<file path="config.mk">
export PLATFORM = sky130hd
export DESIGN_NAME = dmem_arbiter
export DESIGN_NICKNAME = d
export VERILOG_FILES = /design/src/rtl/dmem_arb_pkg.sv /design/src/rtl/dmem_rd_return.sv /design/src/rtl/dmem_arbiter.sv
export SDC_FILE = /design/constraint.sdc
export NUM_CORES = 1
export LEC_CHECK = 0
export ABC_AREA = 1
export CAP_MARGIN = 20
export CORE_AREA = 2 2 142 144
export CTS_CLUSTER_DIAMETER = 120
export CTS_CLUSTER_SIZE = 30
export DETAILED_ROUTE_END_ITERATION = 16
export DIE_AREA = 0 0 144 146
export GPL_TIMING_DRIVEN = 1
export HOLD_SLACK_MARGIN = 0.1
export PLACE_DENSITY = 0.51
export RECOVER_POWER = 50
export SLEW_MARGIN = 10
export SYNTH_ARGS = -nofsm -noshare
export SYNTH_HDL_FRONTEND = slang
export SYNTH_SLANG_ARGS = --single-unit
</file>
<file path="constraint.sdc">
create_clock -name clk -period 2.1 [get_ports clk]
set_input_delay 0.315 -clock clk [delete_from_list [all_inputs] [get_ports clk]]
set_output_delay 0.315 -clock clk [all_outputs]
set_load 0.05 [all_outputs]
</file>
<file path="src/rtl/dmem_arb_pkg.sv">
// Shared types for the data-memory arbiter: FSM states, read-return owner tags
// and the deepest read latency the return pipe supports.
package dmem_arb_pkg;

    typedef enum logic [1:0] {
        CORE_PRI,
        HOST_PRI,
        HOST_LOCK
    } arb_state_t;

    typedef enum logic [1:0] {
        OWN_NONE,
        OWN_CORE,
        OWN_HOST
    } owner_t;

    localparam int MEM_LAT_MAX = 4;

endpackage

</file>
<file path="src/rtl/dmem_rd_return.sv">
// Read-return path: an owner-tag shift pipe matching the memory latency that
// steers mem_rdata to whichever side issued the read.
module dmem_rd_return
    import dmem_arb_pkg::*;
#(
    parameter int DW      = 32,
    parameter int MEM_LAT = 1
) (
    input  logic          clk,
    input  logic          reset_n,
    input  owner_t        push_tag,
    input  logic [DW-1:0] mem_rdata,
    output logic          core_rvalid,
    output logic [DW-1:0] core_rdata,
    output logic          host_rvalid,
    output logic [DW-1:0] host_rdata
);

    localparam int DEPTH = (MEM_LAT < 1) ? 1 :
                           (MEM_LAT > MEM_LAT_MAX) ? MEM_LAT_MAX : MEM_LAT;

    owner_t pipe_q [DEPTH];
    owner_t pipe_d [DEPTH];

    always_comb begin
        pipe_d[0] = push_tag;
        for (int i = 1; i < DEPTH; i++) begin
            pipe_d[i] = pipe_q[i-1];
        end
    end

    // Clearing the pipe drops any read in flight, so it never returns.
    always_ff @(posedge clk or negedge reset_n) begin
        if (!reset_n) begin
            for (int i = 0; i < DEPTH; i++) begin
                pipe_q[i] <= OWN_NONE;
            end
        end else begin
            pipe_q <= pipe_d;
        end
    end

    assign core_rvalid = (pipe_q[DEPTH-1] == OWN_CORE);
    assign host_rvalid = (pipe_q[DEPTH-1] == OWN_HOST);
    assign core_rdata  = core_rvalid ? mem_rdata : '0;
    assign host_rdata  = host_rvalid ? mem_rdata : '0;

endmodule

</file>
<file path="src/rtl/dmem_arbiter.sv">
// Core/host arbiter for a single-port data RAM with starvation relief and
// host lock. Optional stall/grant counters under DMEM_ARB_STATS_EN.
module dmem_arbiter
    import dmem_arb_pkg::*;
#(
    parameter int AW           = 32,
    parameter int DW           = 32,
    parameter int MEM_LAT      = 1,
    parameter int STARVE_LIMIT = 8
) (
    input  logic          clk,
    input  logic          reset_n,
    input  logic          core_req,
    input  logic          core_we,
    input  logic [AW-1:0] core_addr,
    input  logic [DW-1:0] core_wdata,
    output logic          core_gnt,
    output logic          core_rvalid,
    output logic [DW-1:0] core_rdata,
    input  logic          host_req,
    input  logic          host_we,
    input  logic          host_lock,
    input  logic [AW-1:0] host_addr,
    input  logic [DW-1:0] host_wdata,
    output logic          host_gnt,
    output logic          host_rvalid,
    output logic [DW-1:0] host_rdata,
    output logic          mem_en,
    output logic          mem_we,
    output logic [AW-1:0] mem_addr,
    output logic [DW-1:0] mem_wdata,
    input  logic [DW-1:0] mem_rdata,
    output logic [31:0]   stat_core_stall,
    output logic [31:0]   stat_host_grant
);

    localparam logic [7:0] STARVE_LIM8 = STARVE_LIMIT[7:0];

    arb_state_t state_q, state_d;
    logic [7:0] starve_q, starve_d;
    logic [7:0] starve_inc;
    owner_t     tag;

    always_comb begin
        core_gnt = 1'b0;
        host_gnt = 1'b0;
        if (reset_n) begin
            unique case (state_q)
                CORE_PRI: begin
                    core_gnt = core_req;
                    host_gnt = host_req & ~core_req;
                end
                HOST_PRI: begin
                    host_gnt = host_req;
                    core_gnt = core_req & ~host_req;
                end
                HOST_LOCK: host_gnt = host_req;
                default: ;
            endcase
        end
    end

    assign starve_inc = starve_q + 8'd1;

    // Counter only survives a cycle while the host keeps losing in CORE_PRI.
    always_comb begin
        state_d  = state_q;
        starve_d = 8'd0;
        if (host_gnt && host_lock) begin
            state_d = HOST_LOCK;
        end else begin
            unique case (state_q)
                CORE_PRI: begin
                    if (host_req && !host_gnt) begin
                        if (starve_inc == STARVE_LIM8) state_d = HOST_PRI;
                        else starve_d = starve_inc;
                    end
                end
                HOST_PRI:  state_d = CORE_PRI;
                HOST_LOCK: if (!host_lock) state_d = CORE_PRI;
                default:   state_d = CORE_PRI;
            endcase
        end
    end

    always_ff @(posedge clk or negedge reset_n) begin
        if (!reset_n) begin
            state_q  <= CORE_PRI;
            starve_q <= 8'd0;
        end else begin
            state_q  <= state_d;
            starve_q <= starve_d;
        end
    end

    assign mem_en    = core_gnt | host_gnt;
    assign mem_we    = (core_gnt & core_we) | (host_gnt & host_we);
    assign mem_addr  = ({AW{core_gnt}} & core_addr) | ({AW{host_gnt}} & host_addr);
    assign mem_wdata = ({DW{core_gnt}} & core_wdata) | ({DW{host_gnt}} & host_wdata);

    always_comb begin
        tag = OWN_NONE;
        if (core_gnt && !core_we) tag = OWN_CORE;
        else if (host_gnt && !host_we) tag = OWN_HOST;
    end

    dmem_rd_return #(
        .DW      (DW),
        .MEM_LAT (MEM_LAT)
    ) u_rd_return (
        .clk         (clk),
        .reset_n     (reset_n),
        .push_tag    (tag),
        .mem_rdata   (mem_rdata),
        .core_rvalid (core_rvalid),
        .core_rdata  (core_rdata),
        .host_rvalid (host_rvalid),
        .host_rdata  (host_rdata)
    );

`ifdef DMEM_ARB_STATS_EN
    logic [31:0] stall_q, stall_d;
    logic [31:0] hgnt_q, hgnt_d;

    always_comb begin
        stall_d = stall_q;
        hgnt_d  = hgnt_q;
        if (core_req && !core_gnt && stall_q != 32'hFFFF_FFFF) stall_d = stall_q + 32'd1;
        if (host_gnt && hgnt_q != 32'hFFFF_FFFF) hgnt_d = hgnt_q + 32'd1;
    end

    always_ff @(posedge clk or negedge reset_n) begin
        if (!reset_n) begin
            stall_q <= 32'd0;
            hgnt_q  <= 32'd0;
        end else begin
            stall_q <= stall_d;
            hgnt_q  <= hgnt_d;
        end
    end

    assign stat_core_stall = stall_q;
    assign stat_host_grant = hgnt_q;
`else
    assign stat_core_stall = 32'd0;
    assign stat_host_grant = 32'd0;
`endif

endmodule

</file>
* Word level (Yosys, flattened, before mapping)
Cells that the tools add are included.
Word-level totals: bits in registers 12, logic and storage cells 53
Cells by class: mux-type cells 17, equal/unequal tests 8, add/sub/neg operators 1, reduce and logical (&&, ||, !) cells 10, bitwise gates (word level) 14
Operators by type and width (count):
- $and 32x32->32 | 4
- $mux 32 | 2
- $or 32x32->32 | 2
- $mux 8 | 4
- $mux 2 | 6
- $ne 3x3->1 const B | 3
- $add 8x1->8 const B | 1
- $eq 8x4->1 const B | 1
- $and 1x1->1 | 4
- $eq 2x1->1 const B | 2
- $eq 2x2->1 const B | 2
- $logic_and 1x1->1 | 4
- $pmux 1 s2 | 2
- $pmux 2 s2 | 1
- $logic_not 1->1 | 3
- $reduce_and 3->1 | 1
- $logic_not 2->1 | 1
- $mux 1 | 2
- $not 1->1 | 2
- $or 1x1->1 | 2
- $reduce_or 2->1 | 1

* Longest topological paths before layout
depth in word-level cells 9, gate-level depth with buffers 11, depth with buffers taken out 11

* Cells and area by module
A second synthesis with hierarchy kept.
Second synthesis, totals: cell total of the unflattened synthesis 344, area total of the unflattened synthesis 2344.7 µm²
Modules (own cells, without submodules):
- dmem_arbiter | seq. area each 250.2 µm², cells an instance 234, area an instance 1824.2 µm², times used 1
- dmem_rd_return | seq. area each 50.0 µm², cells an instance 110, area an instance 520.5 µm², times used 1

* Worst setup path after synthesis
Ideal clock, no wire load.
kind flip-flop to output port, from register u_rd_return.pipe_q[1] (netlist name), to output port core_rdata[0], setup slack -0.382 ns, stages on the path, launching flop included 5, data required time 1.785 ns, data arrival time 2.167 ns, buffers on the path 1, cells stage by stage dfrtp_1 > nor2_1 > inv_1 > clkbuf_1 > nor2_1
Between the ends: longest elaborated chain between the ends 2
Ends and longest elaborated chain:
- start, declared | RTL line dmem_rd_return.sv:22 | owner_t pipe_q [DEPTH];
- start signal, assigned | RTL line dmem_rd_return.sv:39 | pipe_q <= pipe_d;
- $eq 2x1->1 | RTL line dmem_rd_return.sv:43 | assign core_rvalid = (pipe_q[DEPTH-1] == OWN_CORE);
- via core_rvalid | RTL line dmem_arbiter.sv:18 | output logic core_rvalid,
- $mux 32 | RTL line dmem_rd_return.sv:45 | assign core_rdata = core_rvalid ? mem_rdata : '0;
- end, declared | RTL line dmem_arbiter.sv:19 | output logic [DW-1:0] core_rdata,
The timed path passes the listed nets, and every way through them passes these cells.

* Worst setup path in the final report
from register state_q[0], to output port mem_addr[11]
Between the ends: longest elaborated chain between the ends 6, elaborated cells on any way between the ends 11, those cells by class eq/ne: 2; mux: 4; bitwise: 3; reduce/logical: 2
Ends and longest elaborated chain:
- start, declared | RTL line dmem_arbiter.sv:39 | arb_state_t state_q, state_d;
- start signal, assigned | RTL line dmem_arbiter.sv:91 | state_q <= state_d;
- $eq 2x2->1 / $eq 2x1->1 (equally long branches) | RTL line dmem_arbiter.sv:48 | unique case (state_q)
- $reduce_or 2->1 (no source line)
- $pmux 1 s2 | RTL line dmem_arbiter.sv:48
- $mux 1 | RTL line dmem_arbiter.sv:47 | if (reset_n) begin
- $and 32x32->32 | RTL line dmem_arbiter.sv:98 | assign mem_addr = ({AW{core_gnt}} & core_addr) | ({AW{host_gnt}} & host_addr);
- $or 32x32->32 (*) | RTL line dmem_arbiter.sv:98
- end, declared | RTL line dmem_arbiter.sv:30 | output logic [AW-1:0] mem_addr,
Mark *: on every way between the ends. The rest lies on a longest branch, timed or not.

==> metrics.txt <==
Num CTS Buffers 3; worst endpoint required time 1.78 ns; initial antenna violation count 0; Syn Std Cell Area 0.00232 mm^2; post-synthesis adder-cell area fraction 3.24%; relative slew slack 53.9%; Max Transition Viols Final 0; Critical Path Sink mem_addr[11]; standard-cell rows 51; area share of the largest cell type after synthesis 24.6%; ant diodes 0; compound-cell area share of the yosys netlist 27.4%; pin count of the biggest net entering global routing 40; crit path DAT 1.84 ns; # DRC 0; vias in the first global route 3084; DR iter-0 viols 57; fin crit period 2.15 ns; Final Total Pwr 4.04 mW; max-cap check violation count 0; Seq/Total Area, Yosys 13.0%; Lkg Pwr 3.15 nW; main combinational cell family by area after synthesis buffers and inverters; crit path launch type flop; XOR/XNOR share of the synthesized area 0%; crit path kind reg -> out; status finished with violations; Yosys top cell by area a22o_1; clock latency on the worst-skew pair 0.24 ns; period utilization 103%; leading cell type in the layout, fill and taps excluded clkdlybuf4s50_1; clk slew on worst S/H paths 0.04 ns; CTS H-tree lvls 1; post-synthesis simple-gate area fraction 20.7%; Final setup viols 65; first-pass GRT wire length 16600 um; Fmax achieved 0.464 GHz; CTS tree yes; crit path capture type output pin; Synth-to-Final Area Change 185%; Max clock buf depth 2; clk root buf clkbuf_16; pwr dens 612 mW/mm^2; RSZ-0062 raised after global routing yes; failing checks negative setup slack; GRT Residual Overflow 0; total number of vias 3280; Slew @ Worst Pin 0.692 ns; DIE AREA 0.0210 mm^2; Final Hold Fails 0; ANT nets after route 0; final cell area excluding filler cells 0.00661 mm^2; Reg2Reg Depth 10; Reg2Reg Setup Slack 0.26 ns; wirelength, routed 12400 um; Peak VDD IR 0.391 mV; Gate Count Post-Synth 348; GRT Resource Usage Total 9.96%; ranking of synthesized cells by area a22o_1 (25%), buf_4 (21%), dfrtp_1 (13%), nor2_1 (12%), inv_1 (8.1%); Worst Path Max Fanout 14; net count reported at finish 831; core area 0.0193 mm^2; Clock Sinks 12; DPL Wire Length 9950 um; Top Ports 365; IO buf count 300; Post-DP Area 0.00645 mm^2; start point of the critical path state_q[0]$_DFFE_PN0P_; number of unique standard cell types used by synthesis 26; mean area per synthesized cell 6.66 um^2; initial core utilization 12.0%; Tightest Hold Check Type reg -> reg; R2R Path End starve_q[7]$_DFF_PN0_; Final Skew 0.00255 ns; Final WS setup -0.0546 ns; mux contribution to synthesized area 0%; Yosys Warn Count 0; die height 146 um; Pre-antenna DRT Iters 3; synthesized flop and latch total 12; FF-to-FF Start state_q[0]$_DFFE_PN0P_; Avg WL per Cell 13.4 um; GP Congestion 0.726; Sum Neg Setup Slack -2.12 ns; fraction of layout instances using a drive strength above 1 33.0%; commonest cells after routing, fill and taps aside clkdlybuf4s50_1 (167), buf_12 (82), nor2_1 (71); post-DR vias/cell 3.56; Die Wd 144 um
[what timing repair did]
action / in CTS / in global routing
hold buffers: 0 / 0
endpoints found under the setup margin: 65 / 65
cloned: 1 / 5
pin swaps: 4 / 5
resized for setup: 22 / 23
setup buffers: 3 / 0
[routing by layer]
| metal | vias to the layer above | GRT usage (%) | wire length (um) |
|---|---|---|---|
| met1 | 1451 | 9.94 | 4480 |
| met4 | 0 | 1.18 | 53 |
| met2 | 199 | 20.3 | 6600 |
| li1 | 1626 | - | - |
| met3 | 4 | 3.03 | 1250 |
| met5 | - | 0 | 0 |
[power by group]
group | total, mW | internal [mW] | switching (mW)
combinational | 3.38 | 1.53 | 1.84
clock | 0.388 | 0.287 | 0.101
sequential | 0.279 | 0.255 | 0.0239
total | 4.04 | 2.07 | 1.97
[critical path, stage by stage, from the launching register on]
cell and delay, ns:
dfrtp_1 0.40, inv_2 0.09, ha_4 0.19, o21bai_4 0.17, nand2_4 0.14, inv_8 0.07, buf_12 0.15, a22o_1 0.23
buf_12 0.15
[synth_stat cells]
master / instances
conb_1: 1
nand2_1: 23
inv_1: 50
dfrtp_1: 12
nand2_2: 3
nor2_1: 74
nand3b_1: 1
clkbuf_1: 8
a22o_1: 65
a21oi_2: 1
o21ai_0: 1
o21ai_1: 1
nand4_1: 2
a21oi_1: 6
buf_6: 7
nor2_2: 2
nor3_2: 1
nand3_2: 3
inv_2: 5
nor3_1: 1
buf_2: 4
o21bai_1: 1
nand3_1: 4
ha_1: 6
o21ai_2: 1
buf_4: 65
[cell type report]
type,count,area (um^2)
flip-flops and latches,12,300
well taps,265,332
fillers,1996,12700
clock buffers,4,88.8
inverters,55,214
multi-input cells,260,1670
repair buffers,325,3990
repair inverters,1,8.76
[logic make-up (layout without fill, tap and decap cells)]
| kind of cell | Yosys count | count (layout) |
|---|---|---|
| AOI/OAI and AO/OA | 76 | 76 |
| adders and majority gates | 6 | 6 |
| buffers and inverters | 139 | 385 |
| DFF | 12 | 12 |
| other | 1 | 64 |
| and+or+nand+nor | 114 | 114 |
[metrics by stage]
stage,util [%],cells,hold slack (ns),setup slack [ns]
6_report,34.2,922,0.524,-0.0546
5_1_grt,34.2,922,0.569,-0.118
4_1_cts,34.6,917,0.475,-0.0573
3_5_place_dp,33.4,909,0.524,-0.00933
3_3_place_gp,33.4,909,0.521,-0.00910
2_1_floorplan,-,411,0.0194,-0.110
[flip-flops by register name, summed over array words and instances (netlist names)]
name / count
u_rd_return.pipe_q: 2
state_q: 2
starve_q: 8
[how the worst min path moves through the flow]
stage	cells past startpoint	end	from	slack, ns
after CTS	2	starve_q[1]$_DFF_PN0_	reset_n	0.48
after global routing	1	starve_q[0]$_DFF_PN0_	starve_q[0]$_DFF_PN0_	0.57
after global placement	1	starve_q[0]$_DFF_PN0_	starve_q[0]$_DFF_PN0_	0.52
final	1	starve_q[0]$_DFF_PN0_	starve_q[0]$_DFF_PN0_	0.52
after detailed placement	1	starve_q[0]$_DFF_PN0_	starve_q[0]$_DFF_PN0_	0.52
after floorplan	0	starve_q[0]$_DFF_PN0_	reset_n	0.02
Power figures use the tool's default switching activity.
